File: src/rtl/proc_sequencer_pkg.sv
// Shared constants and types for the sequenced processor control unit:
// opcodes, T-state encoding, ALU op codes and datapath widths.
package proc_sequencer_pkg;

  localparam int NUM_REGS = 16;
  localparam int IDX_W    = 4;
  localparam int FUNC_W   = 4;
  localparam int INSTR_W  = FUNC_W + 2 * IDX_W;

  localparam logic [FUNC_W-1:0] FN_MV  = 4'h0;
  localparam logic [FUNC_W-1:0] FN_MVI = 4'h1;
  localparam logic [FUNC_W-1:0] FN_NOP = 4'h2;
  localparam logic [FUNC_W-1:0] FN_ADD = 4'h3;
  localparam logic [FUNC_W-1:0] FN_XOR = 4'h4;

  localparam logic [1:0] ALU_ADD  = 2'b00;
  localparam logic [1:0] ALU_XOR  = 2'b01;
  localparam logic [1:0] ALU_PASS = 2'b10;

  typedef enum logic [1:0] {
    S_IDLE = 2'd0,
    S_T1   = 2'd1,
    S_T2   = 2'd2,
    S_T3   = 2'd3
  } state_t;

endpackage

File: src/rtl/proc_sequencer_dec4to16.sv
// 4-bit register index to 16-bit one-hot enable, all-zero when disabled.
module proc_sequencer_dec4to16
  import proc_sequencer_pkg::*;
(
  input  logic [IDX_W-1:0]    i_idx,
  input  logic                i_en,
  output logic [NUM_REGS-1:0] o_onehot
);

  assign o_onehot = i_en ? (NUM_REGS'(1) << i_idx) : '0;

endmodule

File: src/rtl/proc_sequencer.sv
// Multi-cycle sequencer: latches an instruction on Run in IDLE and walks
// T1..T3, decoding datapath strobes from the held IR and current state.
module proc_sequencer
  import proc_sequencer_pkg::*;
(
  input  logic                i_clk,
  input  logic                i_rst,
  input  logic                i_run,
  input  logic [INSTR_W-1:0]  i_instruction,
  output logic [NUM_REGS-1:0] o_r_in,
  output logic [NUM_REGS-1:0] o_r_out,
  output logic                o_a_in,
  output logic                o_g_in,
  output logic                o_g_out,
  output logic                o_extern,
  output logic [1:0]          o_addxor,
  output logic                o_done,
  output logic                o_busy,
  output logic                o_illegal
);

  state_t             r_state;
  state_t             w_next;
  logic [INSTR_W-1:0] r_ir;

  logic [FUNC_W-1:0]  w_func;
  logic [IDX_W-1:0]   w_x;
  logic [IDX_W-1:0]   w_y;
  logic               w_rin_en;
  logic               w_rout_en;
  logic [IDX_W-1:0]   w_rout_idx;

  assign w_func = r_ir[11:8];
  assign w_x    = r_ir[7:4];
  assign w_y    = r_ir[3:0];

  always_ff @(posedge i_clk) begin
    if (i_rst) begin
      r_state <= S_IDLE;
      r_ir    <= '0;
    end else begin
      r_state <= w_next;
      if (r_state == S_IDLE && i_run)
        r_ir <= i_instruction;
    end
  end

  // Only the T-state and IR drive the outputs; the live instruction port is
  // looked at solely when it is captured.
  always_comb begin
    w_next     = r_state;
    w_rin_en   = 1'b0;
    w_rout_en  = 1'b0;
    w_rout_idx = w_x;
    o_a_in     = 1'b0;
    o_g_in     = 1'b0;
    o_g_out    = 1'b0;
    o_extern   = 1'b0;
    o_addxor   = ALU_PASS;
    o_done     = 1'b0;
    o_illegal  = 1'b0;
    o_busy     = (r_state != S_IDLE);
    case (r_state)
      S_IDLE: if (i_run) w_next = S_T1;
      S_T1: begin
        w_next = S_IDLE;
        case (w_func)
          FN_MV: begin
            w_rout_en  = 1'b1;
            w_rout_idx = w_y;
            w_rin_en   = 1'b1;
            o_done     = 1'b1;
          end
          FN_MVI: begin
            o_extern = 1'b1;
            w_rin_en = 1'b1;
            o_done   = 1'b1;
          end
          FN_NOP: o_done = 1'b1;
          FN_ADD, FN_XOR: begin
            w_rout_en = 1'b1;
            o_a_in    = 1'b1;
            w_next    = S_T2;
          end
          default: begin
            o_done    = 1'b1;
            o_illegal = 1'b1;
          end
        endcase
      end
      S_T2: begin
        w_rout_en  = 1'b1;
        w_rout_idx = w_y;
        o_g_in     = 1'b1;
        o_addxor   = (w_func == FN_ADD) ? ALU_ADD : ALU_XOR;
        w_next     = S_T3;
      end
      S_T3: begin
        o_g_out  = 1'b1;
        w_rin_en = 1'b1;
        o_done   = 1'b1;
        w_next   = S_IDLE;
      end
      default: w_next = S_IDLE;
    endcase
  end

  proc_sequencer_dec4to16 u_dec_rin (
    .i_idx    (w_x),
    .i_en     (w_rin_en),
    .o_onehot (o_r_in)
  );

  proc_sequencer_dec4to16 u_dec_rout (
    .i_idx    (w_rout_idx),
    .i_en     (w_rout_en),
    .o_onehot (o_r_out)
  );

endmodule
File: config.mk
export PLATFORM = sky130hd
export DESIGN_NAME = proc_sequencer
export DESIGN_NICKNAME = d
export VERILOG_FILES = /design/src/rtl/proc_sequencer_pkg.sv /design/src/rtl/proc_sequencer_dec4to16.sv /design/src/rtl/proc_sequencer.sv
export SDC_FILE = /design/constraint.sdc
export NUM_CORES = 1
export LEC_CHECK = 0
export CORE_MARGIN = 5
export CORE_UTILIZATION = 36
export DETAILED_ROUTE_END_ITERATION = 16
export GPL_ROUTABILITY_DRIVEN = 0
export GPL_TIMING_DRIVEN = 0
export PLACE_DENSITY = 0.81
export REMOVE_ABC_BUFFERS = 1
export SYNTH_ARGS = -nofsm -noshare
export SYNTH_HDL_FRONTEND = slang
export SYNTH_SLANG_ARGS = --single-unit
File: constraint.sdc
create_clock -name i_clk -period 2.2 [get_ports i_clk]
set_input_delay 0.33 -clock i_clk [delete_from_list [all_inputs] [get_ports i_clk]]
set_output_delay 0.33 -clock i_clk [all_outputs]
set_load 0.1 [all_outputs]
; ---- Word level (Yosys, flattened, before mapping)
; Cells that the tools add are included.
; W data, S select, Z words.
[word_totals]
out_inout_bits = 41
regBits = 14
input_bits = 15
word_cells = 43
[classes]
reduce_logical = 8
mux = 23
shift = 2
n_eq_ne = 8
[op_table]
columns = cell, count
row1 = $mux W16, 2
row2 = $shl A1 B4 Y16 const A, 2
row3 = $mux W1, 12
row4 = $eq A4 B2 Y1 const B, 2
row5 = $pmux W2 S4, 1
row6 = $pmux W4 S2, 1
row7 = $mux W2, 3
row8 = $pmux W1 S2, 3
row9 = $reduce_or A5 Y1, 1
row10 = $eq A2 B2 Y1 const B, 2
row11 = $eq A4 B1 Y1 const B, 1
row12 = $eq A4 B3 Y1 const B, 1
row13 = $logic_not A4 Y1, 1
row14 = $mux W4, 1
row15 = $reduce_or A2 Y1, 2
row16 = $reduce_or A3 Y1, 1
row17 = $eq A2 B1 Y1 const B, 1
row18 = $logic_not A2 Y1, 1
row19 = $ne A2 B2 Y1 const B, 1
row20 = $reduce_bool A2 Y1, 1
row21 = $logic_and A1 B1 Y1, 1

; ---- Longest topological paths before layout
; Gate-level depths: netlist (run 1).
[depth]
word_depth = 5
mapped_depth = 7
mapped_depth_nobuf = 6

; ---- Hierarchy
; From an unflattened synthesis (run 1), not the netlist that was laid out.
[hier_totals]
cells_unflattened = 144
area_unflattened_um2 = 1006.0
[modules_own_cells]
columns = module, cells_each, area_per_inst_um2, seq_area_each_um2, instances
row1 = proc_sequencer, 98, 765.7, 280.3, 1
row2 = proc_sequencer_dec4to16, 23, 120.1, 0.0, 2

; ---- Worst setup path before layout (run 1)
; No wires, ideal clock.
[synth_path]
path_type = register to output
start = reg r_state[0]
end = out o_r_out[10]
stages_incl_launch_ff = 7
t_arrival_ns = 5.524
t_required_ns = 1.870
path_buffers = 0
slack_ns = -3.654
path_cell_list = dfxtp_1 inv_1 ha_1 inv_1 a22oi_1 a32oi_2 nor4_1
[synth_between]
elab_chain_cells = 4
elab_cells_between_ends = 6
cone_classes = 2 x eq/ne / 1 x shift / 3 x mux
[synth_rtl]
columns = element, line_no
row1 = "start, declared", proc_sequencer.sv:22  ; state_t r_state;
row2 = "start signal, assigned", proc_sequencer.sv:42  ; r_state <= w_next;
row3 = $eq A2 B2 Y1 / $eq A2 B1 Y1 (equally long branches), proc_sequencer.sv:63  ; case (r_state)
row4 = $pmux W4 S2, proc_sequencer.sv:63
row5 = $shl A1 B4 Y16, proc_sequencer_dec4to16.sv:10  ; assign o_onehot = i_en ? (NUM_REGS'(1) << i_idx) : '0;
row6 = $mux W16 (*), proc_sequencer_dec4to16.sv:10
row7 = "end, declared", proc_sequencer.sv:11  ; output logic [NUM_REGS-1:0] o_r_out,
; Every way passes the cells marked *; elsewhere a longest branch is shown, timed or not.

==> run summary, run 1 <==
The count of standard-cell rows came out at 20. The clock skew after layout came out at 0.00351 ns. The post-detailed-routing wire length is 3.86 mm. The H-tree depth reported by CTS came out at 1.

The master cell of the clock root buffer is clkbuf_4. Measured along the x axis, the die boundary spans 65.7 µm. The static leakage power is 0.806 nW.

The total placed instance area came out at 0.00168 mm². The area added between synthesis and finish is 88.3%. The power density over the cells came out at 420 mW/mm². The total CTS buffers is 3.

In this run the most critical hold path is launched from r_ir[2]. The number of sinks on the clock net is 14. The sequential element share of the synthesized area is 0.251.

The gate count of the mapped netlist is 150. The mean post-synth cell area came out at 7.43 µm². The clock edge transition at the registers on the reported setup and hold paths came out at 0.08 ns. The setup violation total in the final timing report came out at 29. The first TritonRoute pass finished after 4 iterations. Setup repair after global routing could not meet its margin everywhere. The checks that failed: setup timing.

From bottom edge to top edge, the die measures 65.7 µm. The critical path endpoint category is an output port. The number of maximum-capacitance violations is 0. The worst-case clock buffer depth came out at 2. Data arrives at the worst endpoint at 2.46 ns. The maximum resistive drop on vdd is 281 µV. The final instance area came out at 0.00210 mm².

The clock insertion delay at the later pin of the skew report is 0.28 ns. For the worst setup path, the data required time is 1.87 ns. The count of input and output buffers is 55.

The placeable core region is 0.00300 mm². The startpoint identified for the worst register-to-register timing path is r_ir[10]. The critical path launch point type is a flip-flop. The flop and latch count out of synthesis is 14. The proportion of layout cells with a drive suffix above 1 came out at 0.498. The shortest period the worst path allows is 2.79 ns.

The area of the die is 0.00431 mm². Global routing finished with a remaining overflow of 0. The count of final hold-check violations is 0.

Of all nets on the critical path, the largest fanout is 4. The final-report max-slew violation count came out at 0. The TritonCTS clock tree is done. The global router's overall resource usage came out at 0.175. The number of distinct standard cells referenced by the synthesized netlist is 40. Derived from the worst setup path, the maximum achievable clock frequency is 359 MHz. The worst setup margin came out at -0.586 ns.

The number of top-level design ports came out at 56. The HPWL after detailed placement came out at 2.61 mm. The worst slew margin relative to its limit came out at 0.632. The actual slew at the worst max-slew pin came out at 0.552 ns.

The count of flip-flops with a built-in enable after synthesis is 0. The number of antenna violations at the first check in global routing is 0. The via count of the first global-routing pass came out at 1308.

The final routed wire length divided by cell count is 15.2 µm. The synthesized netlist occupies a cell area of 0.00111 mm². The async set-reset flop share out of synthesis came out at 0. The routed layout has 1372 vias. The final antenna-violating net count is 0. Entering global routing, the biggest net connects 15 pins.

The initial core utilization came out at 0.371. The number of violations reported at the end of detailed-routing iteration 0 came out at 22. The final worst-path cycle share came out at 1.27. The wire length of the first global-routing pass came out at 5.97 mm. 0 antenna diodes ended up in the layout. The ratio of routed vias to standard cells came out at 5.40. The total of warnings raised by yosys is 0. Summed over all failing endpoints, the final setup total negative slack is -10.59 ns. The net count of the finished layout is 241.

The tightest min-delay check is of the flip-flop to flip-flop type. The category of the most critical setup path is flip-flop to output port. For this run, design rule violations remaining after detail routing come to 0.

The most used flip-flop cell after synthesis is dfxtp_1. The run finished, with violations left.
==> worst max-delay path, stage by stage (launching register included) <==
cell	delay [ns]
dfxtp_2	0.33
inv_2	0.07
ha_4	0.13
or4b_4	0.48
buf_4	0.16
o21ai_2	0.23
o21ai_2	0.18
nor4_2	0.32
buf_6	0.27
==> cell usage after synthesis (3+ instances only) <==
cell | n | area share
nor4_1 | 12 | 0.067
nor3_1 | 8 | 0.036
nand2b_1 | 3 | 0.017
clkbuf_1 | 4 | 0.013
nor2_1 | 19 | 0.064
a21oi_1 | 13 | 0.058
inv_1 | 5 | 0.017
nand2_1 | 26 | 0.088
ha_1 | 4 | 0.045
o21a_1 | 3 | 0.020
dfxtp_1 | 14 | 0.25
==> layer usage <==
layer	vias up	share of wire	GRT usage
li1	690	-	-
met1	639	0.40	0.191
met2	34	0.53	0.333
met3	9	0.037	0.0171
met4	0	0.026	0.0777
met5	-	0	0
==> cells in the final DEF, fill, tap and decap left out, drive strengths merged, types with 4 or more instances in the layout <==
cell,netlist,final
nor3,8,8
clkbuf,4,7
inv,5,5
o21ai,5,5
ha,4,4
dfxtp,14,14
clkdlybuf4s15,0,4
nor2,19,19
nand2,27,27
clkdlybuf4s50,0,14
a21oi,13,13
buf,3,53
nor4,12,12
==> metrics by stage <==
stage | total power [mW] | hold slack, ns | cells | util | setup WS [ns]
after floorplan | 0.517 | 0.399 | 143 | - | -3.65
after global placement | 0.595 | 0.471 | 231 | 0.559 | -1.25
after detailed placement | 0.602 | 0.483 | 231 | 0.559 | -1.30
after CTS | 0.840 | 0.495 | 246 | 0.641 | -0.586
after global routing | 0.923 | 0.529 | 254 | 0.699 | -0.711
final | 0.882 | 0.505 | 254 | 0.699 | -0.586
==> worst paths after layout <==
check / to / slack, ns / depth (start not counted)
hold reg to reg: r_ir[2] / 0.51 / 2
setup reg to reg: flip-flop / 0.70 / 4
setup / recovery: o_r_out[13] / -0.59 / 8
hold / removal: r_ir[2] / 0.51 / 2
==> sequential cells by signal, indices dropped and copies added (netlist names), named ones only <==
register	cells
r_ir	12
r_state	1
==> timing repair <==
action | 4_1_cts | 5_1_grt
setup endpoints to repair | 41 | 37
hold buffers | 0 | 0
buffers inserted | 11 | 8
gates resized for setup | 294 | 26
pin swaps | 16 | 5
==> area by class of cell <==
| type | instances | area (µm²) |
|---|---|---|
| multi-input combinational | 124 | 1010 |
| sequential | 14 | 290 |
| tap | 33 | 41.3 |
| fill | 251 | 903 |
| timing repair buffer | 74 | 699 |
| clock buffer | 4 | 36.3 |
| inverter | 5 | 18.8 |
==> power breakdown <==
group          switching [mW]  leakage, nW  internal [mW]
combinational           0.240        0.667          0.148
sequential             0.0357        0.118          0.272
clock                  0.0852       0.0210          0.101
total                   0.361        0.806          0.521
==> cells by family after synthesis <==
family                     Yosys count  share of synthesized area
adders and majority gates            4                     0.0449
muxes                                1                    0.00898
and+or+nand+nor                     81                      0.365
buffers and inverters               12                     0.0426
AOI/OAI and AO/OA                   38                      0.287
DFF                                 14                      0.251
(Power assumes the default switching activity.)
==> run 2: changes to the inputs <==
--- a/config.mk
+++ b/config.mk
@@ -8,7 +8,6 @@
 export CORE_MARGIN = 5
 export CORE_UTILIZATION = 36
 export DETAILED_ROUTE_END_ITERATION = 16
-export GPL_ROUTABILITY_DRIVEN = 0
 export GPL_TIMING_DRIVEN = 0
 export PLACE_DENSITY = 0.81
 export REMOVE_ABC_BUFFERS = 1
==> results of run 2 <==
Final layout, timing and power as in run 1 (identical DEF).
==> run 3: changes to the inputs <==
==> constraint.sdc (replaced) <==
create_clock -name i_clk -period 2.45 [get_ports i_clk]
set_input_delay 0.3675 -clock i_clk [delete_from_list [all_inputs] [get_ports i_clk]]
set_output_delay 0.3675 -clock i_clk [all_outputs]
set_load 0.1 [all_outputs]
==> run 3 against run 2 <==
  * The flow still finishes with violations (setup timing)
  * Global-route usage did not move
  * Clock skew barely moved
  * Sequential power fell by 10%
  * Via count barely moved
  * Worst hold slack got worse by 0.0031 ns
  * Critical path depth did not move
  * Sequential share of layout area barely moved
  * Core utilization fell by 0.17 points
  * Non-clock buffer count did not move
  * Final area fell by 0.24%
  * Setup slack improved by 0.20 ns
  * Combinational power fell by 11%
  * Critical path type unchanged
==> run summary, run 3 (synthesized netlist as in run 1, its figures left out) <==
Run status: finished with violations (unchanged). Failing checks: setup timing (unchanged). The category of the most critical setup path was flip-flop to output port (unchanged). The worst-case clock buffer depth came out at 2 (unchanged). Unrepaired setup endpoints after global routing: true (unchanged). The worst setup margin came out at -0.385 ns (was -0.586 ns). The initial core utilization came out at 0.371 (unchanged). The count of input and output buffers came out at 55 (unchanged). The area of the die is 0.00431 mm² (unchanged). The total number of vias was 1371 (was 1372).

The number of violations reported at the end of detailed-routing iteration 0 is 30 (was 22). The number of top-level design ports came out at 56 (unchanged). The static leakage power is 0.805 nW (was 0.806 nW). The master cell of the clock root buffer is clkbuf_4 (unchanged). The clock edge transition at the registers on the reported setup and hold paths came out at 0.08 ns (about the same). The power density over the cells is 376 mW/mm² (was 420 mW/mm²). The final weighted congestion in routability-driven placement is 0.756 (unchanged). The post-detailed-routing wire length came out at 3.84 mm (was 3.86 mm). The total overflow reported by the global router came to 0 (unchanged). Most used cells in the layout excluding fill and tap cells: nand2_1 (26), buf_4 (24), nor2_1 (19), buf_6 (17), clkdlybuf4s50_1 (14) (was buf_4 (32), nand2_1 (26), nor2_1 (19), buf_6 (18), clkdlybuf4s50_1 (14)). The proportion of layout cells with a drive suffix above 1 is 0.471 (was 0.498). The worst path arrival time came to 2.47 ns (was 2.46 ns).

The critical path endpoint category is an output port (unchanged). The final antenna-violating net count is 0 (unchanged). The setup violation total in the final timing report is 24 (was 29).

The clock insertion delay at the later pin of the skew report came out at 0.28 ns (about the same). The actual slew at the worst max-slew pin came out at 0.957 ns (was 0.552 ns). The required time of the critical path came out at 2.08 ns (was 1.87 ns). The critical path launch point type was a flip-flop (unchanged). The ratio of routed vias to standard cells came out at 5.40 (about the same).

The iteration count of the initial detailed-routing pass was 4 (unchanged). The count of final hold-check violations was 0 (unchanged). The worst slew margin relative to its limit is 0.364 (was 0.632). The register with the highest flop count is r_ir (unchanged).

The area of combinational cells with multiple inputs came to 0.00101 mm² (unchanged). The height of the die is 65.7 µm (unchanged). The post-layout instance count excluding filler cells is 254 (unchanged). The total placed instance area is 0.00168 mm² (unchanged). The total CTS buffers is 3 (unchanged). The number of design rule violations left after detail routing came out at 0 (unchanged).

The most common library cell in the layout ignoring fill and taps is nand2_1 (was buf_4). The total instance count after detailed placement was 231 (unchanged). For this run, the top clock speed supported by timing is 353 MHz.

The largest net degree at the start of global routing is 15 (unchanged). The number of hold-repair buffers added at the cts stage came out at 0 (unchanged). The final routed wire length divided by cell count is 15.1 µm (was 15.2 µm). The largest fanout of any net on the critical path is 4 (unchanged). The TritonCTS clock tree is done (unchanged). The startpoint of the worst-slack reg-to-reg timing path is r_ir[9] (was r_ir[10]). The HPWL after detailed placement came out at 2.61 mm (unchanged). The number of antenna violations at the first check in global routing is 0 (unchanged). The layout filler cell count was 255 (was 251). The maximum resistive drop on vdd is 244 µV (was 281 µV).

The area added between synthesis and finish is 87.9% (was 88.3%). In the finished design, the share of the clock period the worst path needs comes to 1.16. The via count of the first global-routing pass came out at 1311 (was 1308). Top flop regs: r_ir x12, r_state x1 (unchanged).

The clock skew after layout came out at 0.00352 ns (was 0.00351 ns). The shortest period the worst path allows came out at 2.83 ns. The setup slack on the worst flop-to-flop path came out at 1.01 ns (was 0.70 ns). The post-route core utilization came out at 0.698 (was 0.699). The number of nets in the layout came out at 241 (unchanged).

The H-tree depth reported by CTS came out at 1 (unchanged). The final-layout worst hold slack came out at 0.502 ns (was 0.505 ns). The global router's overall resource usage is 0.175 (unchanged). The count of inserted antenna diode cells came out at 0 (unchanged). The sequential standard cell area is 289 µm² (was 290 µm²). The count of standard-cell rows is 20 (unchanged). The final-report max-slew violation count came out at 0 (unchanged). The final instance area was 0.00209 mm² (was 0.00210 mm²). The number of flip-flops under the largest register name is 12 (unchanged). The number of maximum-capacitance violations is 0 (unchanged). The placeable core region was 0.00300 mm² (unchanged). The launch point of the worst hold path was r_ir[2] (unchanged). The wire length of the first global-routing pass is 5.98 mm (was 5.97 mm). The type of the worst min-delay path was flip-flop to flip-flop (unchanged). The die outline width was 65.7 µm (unchanged).

The number of sinks on the clock net is 14 (unchanged).
## run 3: per-stage QoR
| step | worst slack, ns | TNS (ns) | power (mW) |
|---|---|---|---|
| floorplan | -3.44 | -70.17 | 0.464 |
| global placement | -1.04 | -26.38 | 0.535 |
| detailed placement | -1.09 | -27.38 | 0.540 |
| CTS | -0.374 | -5.11 | 0.753 |
| global route | -0.513 | -8.27 | 0.825 |
| finish | -0.385 | -5.56 | 0.788 |
## run 3: routing by layer
metal  GRT usage  share of wire  routed length [µm]
met1       0.189           0.39                1500
met2       0.334           0.54                2070
met3      0.0188          0.042                 162
met4      0.0777          0.027                 102
met5           0              0                   0
## run 3: final timing paths
| kind | endpoint | cells past startpoint |
|---|---|---|
| hold reg to reg | r_ir[2] | 2 |
| setup reg to reg | flip-flop | 4 |
| hold / removal | r_ir[2] | 2 |
| setup / recovery | o_r_out[13] | 8 |
## run 3: layout make-up
class                   count  area share
inverters                   5     0.00896
flip-flops and latches     14       0.138
multi-input cells         124       0.484
repair buffers             74       0.332
clock buffers               4      0.0173
well taps                  33      0.0197
## run 3: critical path, stage by stage (launching register included)
cell,delay [ns]
dfxtp_2,0.33
inv_2,0.08
ha_4,0.14
or4b_4,0.48
buf_4,0.16
o21ai_2,0.23
o21ai_2,0.17
nor4_2,0.32
buf_6,0.27
## run 3: timing repair
action	in CTS	in global routing
buffers inserted	11	8
pin swaps	16	5
resized for setup	270	33
gates cloned	0	0
endpoints found under the setup margin	41	34
## run 3: power breakdown
| group | leakage [nW] | internal (mW) | switching [mW] | total [mW] |
|---|---|---|---|---|
| clock network | 0.0210 | 0.0905 | 0.0765 | 0.167 |
| registers | 0.117 | 0.244 | 0.0319 | 0.276 |
| logic | 0.667 | 0.130 | 0.215 | 0.346 |
| total | 0.805 | 0.465 | 0.324 | 0.788 |
